--- src/rtl/regfile_scoreboard.sv ---
// Multi-port register file with a per-register busy scoreboard. Register 0 is hardwired to zero.
// Reads are combinational, with optional same-cycle forwarding from active write ports.
module regfile_scoreboard #(
  parameter int XLEN   = 32,
  parameter int NREGS  = 32,
  parameter int NRD    = 2,
  parameter int NWR    = 1,
  parameter int BYPASS = 1,
  localparam int AW    = $clog2(NREGS)
) (
  input  logic                  clk,
  input  logic                  reset,
  input  logic [NRD*AW-1:0]     rd_addr,
  output logic [NRD*XLEN-1:0]   rd_data,
  output logic [NRD-1:0]        rd_busy,
  input  logic [NWR-1:0]        wr_en,
  input  logic [NWR*AW-1:0]     wr_addr,
  input  logic [NWR*XLEN-1:0]   wr_data,
  input  logic                  iss_valid,
  input  logic [AW-1:0]         iss_rd,
  output logic [NREGS-1:0]      busy_vec,
  output logic [NREGS*XLEN-1:0] dbg_regs
);

  logic [XLEN-1:0]  regs_q [NREGS];
  logic [XLEN-1:0]  regs_d [NREGS];
  logic [NREGS-1:0] busy_q;
  logic [NREGS-1:0] busy_d;
  logic [XLEN-1:0]  rdat_s [NRD];
  logic             rbsy_s [NRD];

  // A write forwards only to a real, nonzero register, so out-of-range and x0 reads stay zero.
  function automatic logic fwd_hit(input logic en, input logic [AW-1:0] wa,
                                   input logic [AW-1:0] ra);
    return (BYPASS != 0) && en && (wa == ra) && (ra != {AW{1'b0}}) &&
           (int'(ra) < NREGS);
  endfunction

  // Next-state: later write ports overwrite earlier ones; an issue overrides a same-cycle clear.
  always_comb begin
    regs_d    = regs_q;
    busy_d    = busy_q;
    regs_d[0] = {XLEN{1'b0}};
    busy_d[0] = 1'b0;
    for (int n = 1; n < NREGS; n++) begin
      for (int j = 0; j < NWR; j++) begin
        regs_d[n] = (wr_en[j] && (wr_addr[j*AW +: AW] == AW'(n))) ?
                    wr_data[j*XLEN +: XLEN] : regs_d[n];
        busy_d[n] = (wr_en[j] && (wr_addr[j*AW +: AW] == AW'(n))) ? 1'b0 : busy_d[n];
      end
      busy_d[n] = busy_d[n] | (iss_valid & (iss_rd == AW'(n)));
    end
  end

  // State registers with synchronous active-low reset.
  always_ff @(posedge clk) begin
    if (!reset) begin
      for (int n = 0; n < NREGS; n++) begin
        regs_q[n] <= {XLEN{1'b0}};
      end
      busy_q <= {NREGS{1'b0}};
    end else begin
      regs_q <= regs_d;
      busy_q <= busy_d;
    end
  end

  // Read ports: a decoded lookup that yields zero for unmatched addresses, then forwarding.
  always_comb begin
    for (int i = 0; i < NRD; i++) begin
      rdat_s[i] = {XLEN{1'b0}};
      rbsy_s[i] = 1'b0;
      for (int n = 0; n < NREGS; n++) begin
        rdat_s[i] = (rd_addr[i*AW +: AW] == AW'(n)) ? regs_q[n] : rdat_s[i];
        rbsy_s[i] = (rd_addr[i*AW +: AW] == AW'(n)) ? busy_q[n] : rbsy_s[i];
      end
      for (int j = 0; j < NWR; j++) begin
        rdat_s[i] = fwd_hit(wr_en[j], wr_addr[j*AW +: AW], rd_addr[i*AW +: AW]) ?
                    wr_data[j*XLEN +: XLEN] : rdat_s[i];
        rbsy_s[i] = fwd_hit(wr_en[j], wr_addr[j*AW +: AW], rd_addr[i*AW +: AW]) ?
                    1'b0 : rbsy_s[i];
      end
    end
  end

  for (genvar i = 0; i < NRD; i++) begin : g_rd
    assign rd_data[i*XLEN +: XLEN] = rdat_s[i];
    assign rd_busy[i]              = rbsy_s[i];
  end

  for (genvar n = 0; n < NREGS; n++) begin : g_dbg
    assign dbg_regs[n*XLEN +: XLEN] = regs_q[n];
  end

  assign busy_vec = busy_q;

endmodule

--- config.mk ---
export PLATFORM = sky130hd
export DESIGN_NAME = regfile_scoreboard
export DESIGN_NICKNAME = d
export VERILOG_FILES = /design/src/rtl/regfile_scoreboard.sv
export SDC_FILE = /design/constraint.sdc
export NUM_CORES = 2
export LEC_CHECK = 0
export CAP_MARGIN = 20
export CORE_AREA = 2 2 464 466
export CTS_BUF_LIST = sky130_fd_sc_hd__clkbuf_4 sky130_fd_sc_hd__clkbuf_8
export DETAILED_ROUTE_END_ITERATION = 7
export DIE_AREA = 0 0 466 468
export PLACE_DENSITY_LB_ADDON = 0.1
export SYNTH_ARGS = -nofsm -noshare
export SYNTH_HDL_FRONTEND = slang
export SYNTH_SLANG_ARGS = --single-unit
--- constraint.sdc ---
create_clock -name clk -period 5.93 [get_ports clk]
set_input_delay 0.593 -clock clk [delete_from_list [all_inputs] [get_ports clk]]
set_output_delay 0.593 -clock clk [all_outputs]
set_load 0.01 [all_outputs]
After elaboration in Yosys (flattened, before gate mapping) --
Cells that the tools add are included.
Storage, ports and cells: word-level logic and storage cells 424, output and inout port bits 1122, bits of input ports 56, bits in registers 1056
Operators by class: muxes and demuxes 163, equal/unequal tests 126, bitwise gates (word level) 62, reduce and logical (&&, ||, !) cells 39
Operators with widths (count):
- two-way mux 32 bit | 66
- == test 5 bit (second input constant) | 64
- == test 5 x 4 -> 1 bit (second input constant) | 32
- two-way mux 1 bit | 97
- == test 5 x 3 -> 1 bit (second input constant) | 16
- == test 5 x 2 -> 1 bit (second input constant) | 8
- logical AND 1 bit | 35
- bitwise AND 1 bit | 31
- OR 1 bit | 31
- == test 5 x 1 -> 1 bit (second input constant) | 4
- == test 5 bit | 2
- zero test 5 bit | 2
- nonzero test 5 bit | 2

Depth between registers and ports, before layout --
depth in word-level cells 34, depth in mapped cells 12, depth with buffers taken out 7

Worst setup path after synthesis --
Ideal clock, no wire load.
path type input port to output port, start point in rd_addr[3], end point out rd_data[12], slack 2.928 ns, buffers on the path 2, data required time 5.337 ns, arrival 2.409 ns, cell stages on the path 8, cells stage by stage buf_2 -> buf_6 -> nand3b_2 -> nor2_2 -> a21o_1 -> a22oi_1 -> or4_1 -> o41ai_2
On the way: cells in the longest elaborated chain, start to end 34, elaborated cells between the ends (all ways) 69, those cells by class eq/ne: 32; mux: 33; reduce/logical: 4
Ends and longest elaborated chain:
- from (decl) | line 13 | input logic [NRD*AW-1:0] rd_addr,
- zero test 5 bit | line 74 | rdat_s[i] = (rd_addr[i*AW +: AW] == AW'(n)) ? regs_q[n] : rdat_s[i];
- two-way mux 32 bit (32 in a row) | line 74
- two-way mux 32 bit * | line 78 | rdat_s[i] = fwd_hit(wr_en[j], wr_addr[j*AW +: AW], rd_addr[i*AW +: AW]) ?
- to (decl) | line 14 | output logic [NRD*XLEN-1:0] rd_data,
Mark *: on every way between the ends. The rest lies on a longest branch, timed or not.

Final worst setup path --
start point in rd_addr[7], end point out rd_data[53]
The elaborated chain is that of the path after synthesis.

==> summary.md <==
| Metric | Value |
|---|---|
| Sequential power share | `40.4%` |
| Failing checks | `DRC, slew limit, setup timing` |
| # clock sinks | `1023` |
| Share of the yosys chip area belonging to registers | `34.9%` |
| Total Routing Usage GR | `52.7%` |
| Antenna-violating nets left | `0` |
| Antenna violations before repair | `100` |
| Tightest Hold Check Type | `input pin to flip-flop` |
| Yosys top cell by area | `dfxtp_1` |
| Std-Cell Rows | `170` |
| Top area cells in the synthesized netlist | `dfxtp_1 (35%), nand2_1 (15%), a21boi_0 (12%)` |
| Worst relative slew slack | `-7.93%` |
| Setup Skew | `0 ns` |
| Async SR Flop Fraction | `0%` |
| Initial core utilization | `27.5%` |
| Clock Latency Late Sink | `1.04 ns` |
| Synth warn | `0` |
| Setup Fix Bufs, Post-CTS | `0` |
| Cell area after placement | `75200 µm²` |
| Number of synthesized flops with an enable pin | `0` |
| CTS tree | `built` |
| Synth Flop Type | `dfxtp_1` |
| Net Sw Frac | `33.6%` |
| Crit path kind | `input pin to output port` |
| Leakage power | `26.7 nW` |
| Fmax | `160 MHz` |
| Hold Vio Cnt, Final | `0` |
| Critical Path RT | `5.34 ns` |
| Pin count of the biggest net entering global routing | `210` |
| Routed via count | `79586` |
| Comb pwr share | `19.1%` |
| DRC | `17` |
| Share of cells above drive strength 1 | `12.6%` |
| Status | `finished with violations` |
| Switch Pwr | `5.88 mW` |
| RePlAce Congestion | `1.16` |
| Gate count after technology mapping | `8024` |
| Core footprint | `213000 µm²` |
| Port bufs | `1144` |
| Pwr Density | `221 nW/µm²` |
| Overall Power | `17.5 mW` |
| Met3 WL | `79.9 mm` |
| Crit path time final | `6.25 ns` |
| Num CTS Buffers | `177` |
| Initial DRC count | `14578` |
| Max Cap Viol | `0` |
| Final Max Tran Viols | `1` |
| Critical Path Source Type | `input pin` |
| Max FO, Critical Path | `47` |
| CTS root buf | `clkbuf_8` |
| Syn Area/Cell | `7.32 µm²` |
| Vias in the first global route | `70238` |
| Boundary Pins | `1178` |
| WL met2 | `237 mm` |
| First-pass GRT wire length | `756 mm` |
| Worst path arrival time | `5.66 ns` |
| Hpwl dp | `469 mm` |
| H-tree levels | `4` |
| Final wirelength | `603 mm` |
| Global route overflow | `0` |
| Worst vdd ir | `256 µV` |
| Fin nets | `9232` |
| DR top layer | `met5` |
| Top-area cell type share of the netlist area | `34.9%` |
| Top cells by count, synth | `nand2_1 (2341), dfxtp_1 (1023), a21boi_0 (942)` |
| Met1 Wirelength | `234 mm` |
| Chip height | `468 µm` |
| Setup ws final | `-0.318 ns` |
| Post-synthesis register bit count | `1023` |
| Drt pass-1 iters | `8` |
| # setup viols final | `8` |
| Most common cell in the netlist | `nand2_1` |
| RSZ-0062 raised after global routing | `no` |
| Internal power | `11.6 mW` |
| Clock Power Share | `40.5%` |
| Die area | `218000 µm²` |
| Clock Path Buffers | `3` |
| Fin util | `37.1%` |
| Hold_ws | `0.135 ns` |
| Clock transition at the registers of the reported paths | `0.07 ns` |
| Die width | `466 µm` |
| Synth Cell Area | `58800 µm²` |
| Routed wire per std cell | `49.4 µm` |
| Tightest Pin Transition | `1.62 ns` |
| Unique cell type count in the Yosys netlist | `97` |
| Period utilization | `105%` |
| Final instance area | `79200 µm²` |
| CP endpoint kind | `output port` |
| Area grow syn2layout | `34.8%` |
| Routed vias/inst | `6.52` |
==> area by class of cell <==
| cell class | instances | area, µm² |
|---|---|---|
| sequential | 1023 | 20500 |
| antenna | 67 | 168 |
| fill | 22382 | 134000 |
| tap | 2838 | 3550 |
| timing repair buffer | 1780 | 16400 |
| clock buffer | 273 | 3340 |
| clock inverter | 29 | 393 |
| inverter | 19 | 72.6 |
| multi-input combinational | 6175 | 34800 |
==> metal layers <==
metal | up-vias | global-route usage (%)
met5 | - | 0.703
met4 | 40 | 37.4
met3 | 1626 | 20.6
met2 | 7461 | 72.8
met1 | 39966 | 66.1
li1 | 30493 | -
==> cell families after synthesis <==
family,after synthesis,share of synthesized area [%]
other,1,0.00638
AOI/OAI and AO/OA,2777,32.4
DFF,1023,34.9
buffers and inverters,858,6.63
xor gates and xnor gates,8,0.119
muxes,211,3.95
and+or+nand+nor,3146,22.1
==> final timing paths <==
| kind | from | end | slack, ns | depth (start not counted) |
|---|---|---|---|---|
| max | rd_addr[7] | rd_data[53] | -0.32 | 11 |
| min reg2reg | dbg_regs[215]$_SDFFE_PN0P_ | dbg_regs[215]$_SDFFE_PN0P_ | 0.48 | 2 |
| max reg2reg | dbg_regs[783]$_SDFFE_PN0P_ | dbg_regs[783]$_SDFFE_PN0P_ | 4.65 | 2 |
| min | wr_data[24] | dbg_regs[888]$_SDFFE_PN0P_ | 0.13 | 3 |
==> through the flow <==
step | instances | setup TNS (ns) | setup WS, ns
2_1_floorplan | 8056 | 0 | 2.93
3_3_place_gp | 11817 | -1.91 | -0.835
3_5_place_dp | 11825 | -1.12 | -0.559
4_1_cts | 12130 | 0 | 0.00884
5_1_grt | 12151 | 0 | 0.0453
6_report | 12204 | -1.38 | -0.318
==> worst max-delay path: stages <==
cell,delay [ns]
buf_8,0.40
buf_4,0.40
nand3b_1,0.41
buf_4,0.33
o21a_1,0.19
nor2_1,0.14
a31oi_1,0.20
a222oi_1,1.24
o211ai_1,0.68
a22o_2,0.48
clkdlybuf4s50_1,0.51
==> sequential cells by signal, summed over array words and instances (netlist names) <==
register,flops
busy_vec,31
dbg_regs,992
==> power by group through the flow <==
stage	clock (mW)	sequential [mW]	combinational (mW)
3_5_place_dp	0	7.21	3.08
6_report	7.10	7.08	3.34
2_1_floorplan	0	7.14	1.19
4_1_cts	7.10	7.06	3.09
3_3_place_gp	0	7.21	3.08
5_1_grt	7.37	7.06	3.22
==> cells in the final DEF (no fill, tap or decap), drive strengths merged, types with 17 or more instances in the layout <==
cell,n
o2111ai,17
nand2b,35
inv,25
a221oi,93
a222oi,19
a32oi,26
a21o,43
a21oi,375
a21boi,996
a211oi,27
o2bb2ai,22
nor3,89
o21ai,507
o221ai,48
nand2,2341
a22o,22
buf,693
mux2,46
a221o,32
a2111oi,26
clkbuf,273
and3,25
or3,19
diode,67
clkdlybuf4s50,1083
nand3,69
nor2,379
nor2b,65
o211ai,31
mux2i,153
o22ai,179
conb,33
a31oi,37
o31ai,18
a211o,23
dfxtp,1023
nand4,23
a22oi,132
==> what timing repair did <==
item,in CTS,in global routing
pin swaps,2,1
setup endpoints to repair,5,2
resized for setup,10,2
endpoints found under the hold margin,10,0
hold buffers,3,0
Note: power is estimated with default switching activity, not from simulation.
